### config.mk
export PLATFORM = sky130hd
export DESIGN_NAME = serial_tx_cfg
export DESIGN_NICKNAME = d
export VERILOG_FILES = /design/src/rtl/serial_tx_cfg.sv
export SDC_FILE = /design/constraint.sdc
export NUM_CORES = 1
export LEC_CHECK = 0
export ABC_AREA = 1
export BUFFER_PORTS_ARGS = -buffer_cell sky130_fd_sc_hd__buf_2
export CORE_UTILIZATION = 45
export CTS_CLUSTER_DIAMETER = 60
export DETAILED_ROUTE_END_ITERATION = 16
export PLACE_DENSITY_LB_ADDON = 0.1
export SYNTH_ARGS = -nofsm -noshare
export SYNTH_HDL_FRONTEND = slang
export SYNTH_SLANG_ARGS = --single-unit
### constraint.sdc
create_clock -name sysclk -period 3.53 [get_ports sysclk]
set_input_delay 0.706 -clock sysclk [delete_from_list [all_inputs] [get_ports sysclk]]
set_output_delay 0.706 -clock sysclk [all_outputs]
set_load 0.02 [all_outputs]
### src/rtl/serial_tx_cfg.sv
// serial_tx_cfg: parametrised RS-232 transmitter with a one-entry holding register
// so frames can go back to back. Define UART_TX_PARITY_EN to insert a parity bit.
module serial_tx_cfg #(
    parameter int unsigned DATA_BITS  = 8,
    parameter int unsigned STOP_BITS  = 1,
    parameter int unsigned PARITY_ODD = 0
) (
    input  logic                 sysclk,
    input  logic                 reset_n,
    input  logic                 baud_rate_tick_i,
    input  logic                 valid_i,
    input  logic [DATA_BITS-1:0] data_i,
    output logic                 ready_o,
    output logic                 busy_o,
    output logic                 done_o,
    output logic                 transmit_o
);

    localparam int unsigned          BIT_CNT_W = $clog2(DATA_BITS);
    localparam logic [BIT_CNT_W-1:0] BIT_LAST  = BIT_CNT_W'(DATA_BITS - 1);
    localparam logic                 STOP_LAST = 1'(STOP_BITS - 1);

    localparam logic [2:0] ST_IDLE   = 3'd0;
    localparam logic [2:0] ST_START  = 3'd1;
    localparam logic [2:0] ST_DATA   = 3'd2;
`ifdef UART_TX_PARITY_EN
    localparam logic [2:0] ST_PARITY = 3'd3;
`endif
    localparam logic [2:0] ST_STOP   = 3'd4;

    logic [2:0]           state_q,     state_d;
    logic [BIT_CNT_W-1:0] bit_cnt_q,   bit_cnt_d;
    logic                 stop_cnt_q,  stop_cnt_d;
    logic [DATA_BITS-1:0] shifter_q,   shifter_d;
    logic [DATA_BITS-1:0] hold_q,      hold_d;
    logic                 hold_full_q, hold_full_d;
    logic                 tx_q,        tx_d;
    logic                 done_c;

`ifdef UART_TX_PARITY_EN
    logic parity_c;
    assign parity_c = (^shifter_d) ^ 1'(PARITY_ODD);
`else
    logic unused_parity_odd;
    assign unused_parity_odd = (PARITY_ODD != 0);
`endif

    // Holding register, frame sequencing and counters
    always_comb begin
        state_d     = state_q;
        bit_cnt_d   = bit_cnt_q;
        stop_cnt_d  = stop_cnt_q;
        shifter_d   = shifter_q;
        hold_d      = hold_q;
        hold_full_d = hold_full_q;
        done_c      = 1'b0;

        // Loads below only fire with hold_full_q=1, so they never race an accept
        if (valid_i && !hold_full_q) begin
            hold_d      = data_i;
            hold_full_d = 1'b1;
        end

        case (state_q)
            ST_IDLE: begin
                if (baud_rate_tick_i && hold_full_q) begin
                    shifter_d   = hold_q;
                    hold_full_d = 1'b0;
                    state_d     = ST_START;
                end
            end
            ST_START: begin
                if (baud_rate_tick_i) begin
                    bit_cnt_d = '0;
                    state_d   = ST_DATA;
                end
            end
            ST_DATA: begin
                if (baud_rate_tick_i) begin
                    if (bit_cnt_q == BIT_LAST) begin
                        bit_cnt_d  = '0;
                        stop_cnt_d = 1'b0;
`ifdef UART_TX_PARITY_EN
                        state_d    = ST_PARITY;
`else
                        state_d    = ST_STOP;
`endif
                    end else begin
                        bit_cnt_d = bit_cnt_q + BIT_CNT_W'(1);
                    end
                end
            end
`ifdef UART_TX_PARITY_EN
            ST_PARITY: begin
                if (baud_rate_tick_i) begin
                    stop_cnt_d = 1'b0;
                    state_d    = ST_STOP;
                end
            end
`endif
            ST_STOP: begin
                if (baud_rate_tick_i) begin
                    if (stop_cnt_q == STOP_LAST) begin
                        done_c     = 1'b1;
                        stop_cnt_d = 1'b0;
                        if (hold_full_q) begin
                            shifter_d   = hold_q;
                            hold_full_d = 1'b0;
                            state_d     = ST_START;
                        end else begin
                            state_d = ST_IDLE;
                        end
                    end else begin
                        stop_cnt_d = 1'b1;
                    end
                end
            end
            default: begin
                state_d    = ST_IDLE;
                bit_cnt_d  = '0;
                stop_cnt_d = 1'b0;
            end
        endcase
    end

    // Line level follows the next state so each bit starts on the edge after a tick
    always_comb begin
        tx_d = 1'b1;
        case (state_d)
            ST_START:  tx_d = 1'b0;
            ST_DATA:   tx_d = shifter_d[bit_cnt_d];
`ifdef UART_TX_PARITY_EN
            ST_PARITY: tx_d = parity_c;
`endif
            default:   tx_d = 1'b1;
        endcase
    end

    always_ff @(posedge sysclk or negedge reset_n) begin
        if (!reset_n) begin
            state_q     <= ST_IDLE;
            bit_cnt_q   <= '0;
            stop_cnt_q  <= 1'b0;
            shifter_q   <= '0;
            hold_q      <= '0;
            hold_full_q <= 1'b0;
            tx_q        <= 1'b1;
        end else begin
            state_q     <= state_d;
            bit_cnt_q   <= bit_cnt_d;
            stop_cnt_q  <= stop_cnt_d;
            shifter_q   <= shifter_d;
            hold_q      <= hold_d;
            hold_full_q <= hold_full_d;
            tx_q        <= tx_d;
        end
    end

    assign ready_o    = ~hold_full_q;
    assign busy_o     = (state_q != ST_IDLE) | hold_full_q;
    assign done_o     = done_c;
    assign transmit_o = tx_q;

endmodule

==> impl_metrics.yaml <==
route:
  first_pass_iters: 3
  via_per_inst: 4.62
  vias: 901
  drt-initial-drc-count: 8
  wl_per_cell_um: 10.4
  drt_wl_total_um: 2030
  final_antenna_net_count: 0
  drcViolationCount: 0
clock_network:
  cts_resized: 0
  clock_latency_ns: 0.31
  cts_tree: "built"
  clkSlewWorstSetupHoldPaths_ns: 0.13
  cts_made_buffers: 3
  holdBufCountCts: 0
  clock_path_buffers: 2
  htreeDepth: 1
  ctsRootBufferMaster: "clkbuf_4"
  postCtsSetupBuffers: 0
  cts_num_sinks: 24
final_layout:
  fin_nets: 180
  area_growth_pct: 10.2
  layout_commonest_cell: "nand2_1"
  diodes: 0
  instances_no_fill: 195
  mostFrequentLayoutCells: "nand2_1 (40), inv_1 (25), dfrtp_1 (23)"
  final_cell_area_um2: 1350
  drive_gt1_share_pct: 24.2
  fill_cells: 244
sta:
  finalHoldViolCount: 0
  setup_viol: 0
  finalCriticalPeriod_ns: 2.08
  period_share_pct: 59.0
  slew_headroom_pct: 65.3
  fmax_mhz: 481
  worst_pin_slew_ns: 0.521
  finalMaxSlewViolations: 0
  tns_ns: 0
  holdWs_ns: 0.348
  rsz0062_at_grt: "false"
  skew_ns: 0.00357
pwr:
  leakage_nw: 0.759
  peakVddDrop_uv: 450
  power_density_nw_per_um2: 796
yosys:
  yosysWarnings: 0
  syn_avg_cell_area_um2: 8.20
  synth_area_um2: 1220
  syn_nets: 163
  ys_seq_area_share_pct: 49.3
  netlist_instances: 149
  ys_types: 21
  synth-seq-cells: 24
critical_path:
  crit_required_ns: 2.82
  cp_data_arrival_time_ns: 1.37
  worst_setup_path_start_kind: "flop"
  crit_path_end_kind: "primary output"
  path_max_fanout: 7
  crit_type: "flop to primary output"
grt:
  overflow: 0
  grt_pass1_wl_um: 3480
  grt_use_total_pct: 17.1
  first_global_vias: 836
  antenna_found_initial: 0
  grt_max_degree: 25
floorplan:
  core_um2: 2520
  initial_utilization_pct: 48.4
  chipWidth_um: 54.1
  fp.dieArea_um2: 2930
  die_h_um: 54.1
  fp-row-count: 18
  io_pins: 16
placement:
  place_congestion: 0.722
  place_area_um2: 1310
  placedCellCount: 191
  dp_hpwl_um: 1590
  portBuffers: 15
run:
  timing.max_cap.violations: 0
status:
  outcome: "complete, no violations"
hold_path:
  hp-class: "input pin to async pin"
==> power by group <==
part / total (W) / switching [W] / internal, W
sequential: 0.000453 / 0.0000582 / 0.000395
clock: 0.000142 / 0.0000792 / 0.0000630
combinational: 0.000476 / 0.000299 / 0.000178
==> path summary, 6_finish.rpt <==
path | from | end | slack [ns] | cells past startpoint
min in group sysclk | hold_q[6] | hold_q[6] | 0.52 | 2
setup reg to reg | bit_cnt_q[0] | transmit_o | 1.79 | 12
max in group asynchronous | reset_n | transmit_o | 2.82 | 1
hold / removal | reset_n | shifter_q[0] | 0.35 | 1
hold reg to reg | hold_q[6] | hold_q[6] | 0.52 | 2
setup / recovery | state_q[0] | done_o | 1.45 | 4
==> through the flow <==
| step | power, W | setup slack, ns | utilization [%] |
|---|---|---|---|
| floorplan | 0.000841 | 1.64 | - |
| global placement | 0.000927 | 1.63 | 51.9 |
| detailed placement | 0.000941 | 1.61 | 51.9 |
| CTS | 0.00108 | 1.43 | 53.4 |
| global route | 0.00118 | 1.34 | 53.4 |
| finish | 0.00107 | 1.45 | 53.4 |
==> worst max-delay path: stages (launching register included) <==
cell and delay [ns]:
dfrtp_1 0.46, nor2_4 0.25, nand2_1 0.10, nor2_1 0.09, buf_2 0.16
==> layout make-up <==
class                           instances  area (um2)  share of cell area (%)
Tap cell                               30        37.5                    2.79
Inverter                               29         109                    8.09
Timing Repair Buffer                   15        75.1                    5.58
Clock buffer                            4        36.3                    2.70
Multi-Input combinational cell         93         487                    36.2
Sequential cell                        24         602                    44.7
==> cell families (layout without fill, tap and decap cells) <==
family,count (synthesis),after routing,synth area share (%)
DFF,24,24,49.3
AOI/OAI and AO/OA,10,10,5.02
muxes,4,4,3.69
and+or+nand+nor,77,77,29.1
buffers and inverters,32,48,10.9
adders and majority gates,2,2,2.05
==> layer usage <==
layer	GRT usage, %	up-vias	share of wire, %
li1	-	488	-
met1	21.9	398	50
met2	28.4	11	47
met3	3.39	4	2.4
met4	6.41	0	1.2
met5	0	-	0
==> state kept, by name, summed over array words and instances (netlist names) <==
name	cells
bit_cnt_q	3
hold_full_q	1
hold_q	8
shifter_q	8
state_q	3
transmit_o	1
==> cells in the mapped netlist <==
master | instances | share of area [%]
nor3_2 | 1 | 0.82
a21oi_1 | 4 | 1.6
ha_1 | 2 | 2.0
inv_1 | 25 | 7.7
buf_4 | 1 | 0.61
nand3_1 | 16 | 6.6
nor2_4 | 1 | 0.92
o21ai_1 | 2 | 0.82
mux2_2 | 4 | 3.7
dfrtp_1 | 23 | 47
nand2_1 | 40 | 12
nor2_1 | 12 | 3.7
inv_2 | 4 | 1.2
o21ai_2 | 3 | 2.2
buf_6 | 1 | 0.92
o21ai_0 | 1 | 0.41
dfstp_2 | 1 | 2.2
nand2_4 | 3 | 2.8
nand2_2 | 3 | 1.5
or2_2 | 1 | 0.51
buf_2 | 1 | 0.41
Note: power is estimated with default switching activity, not from simulation.
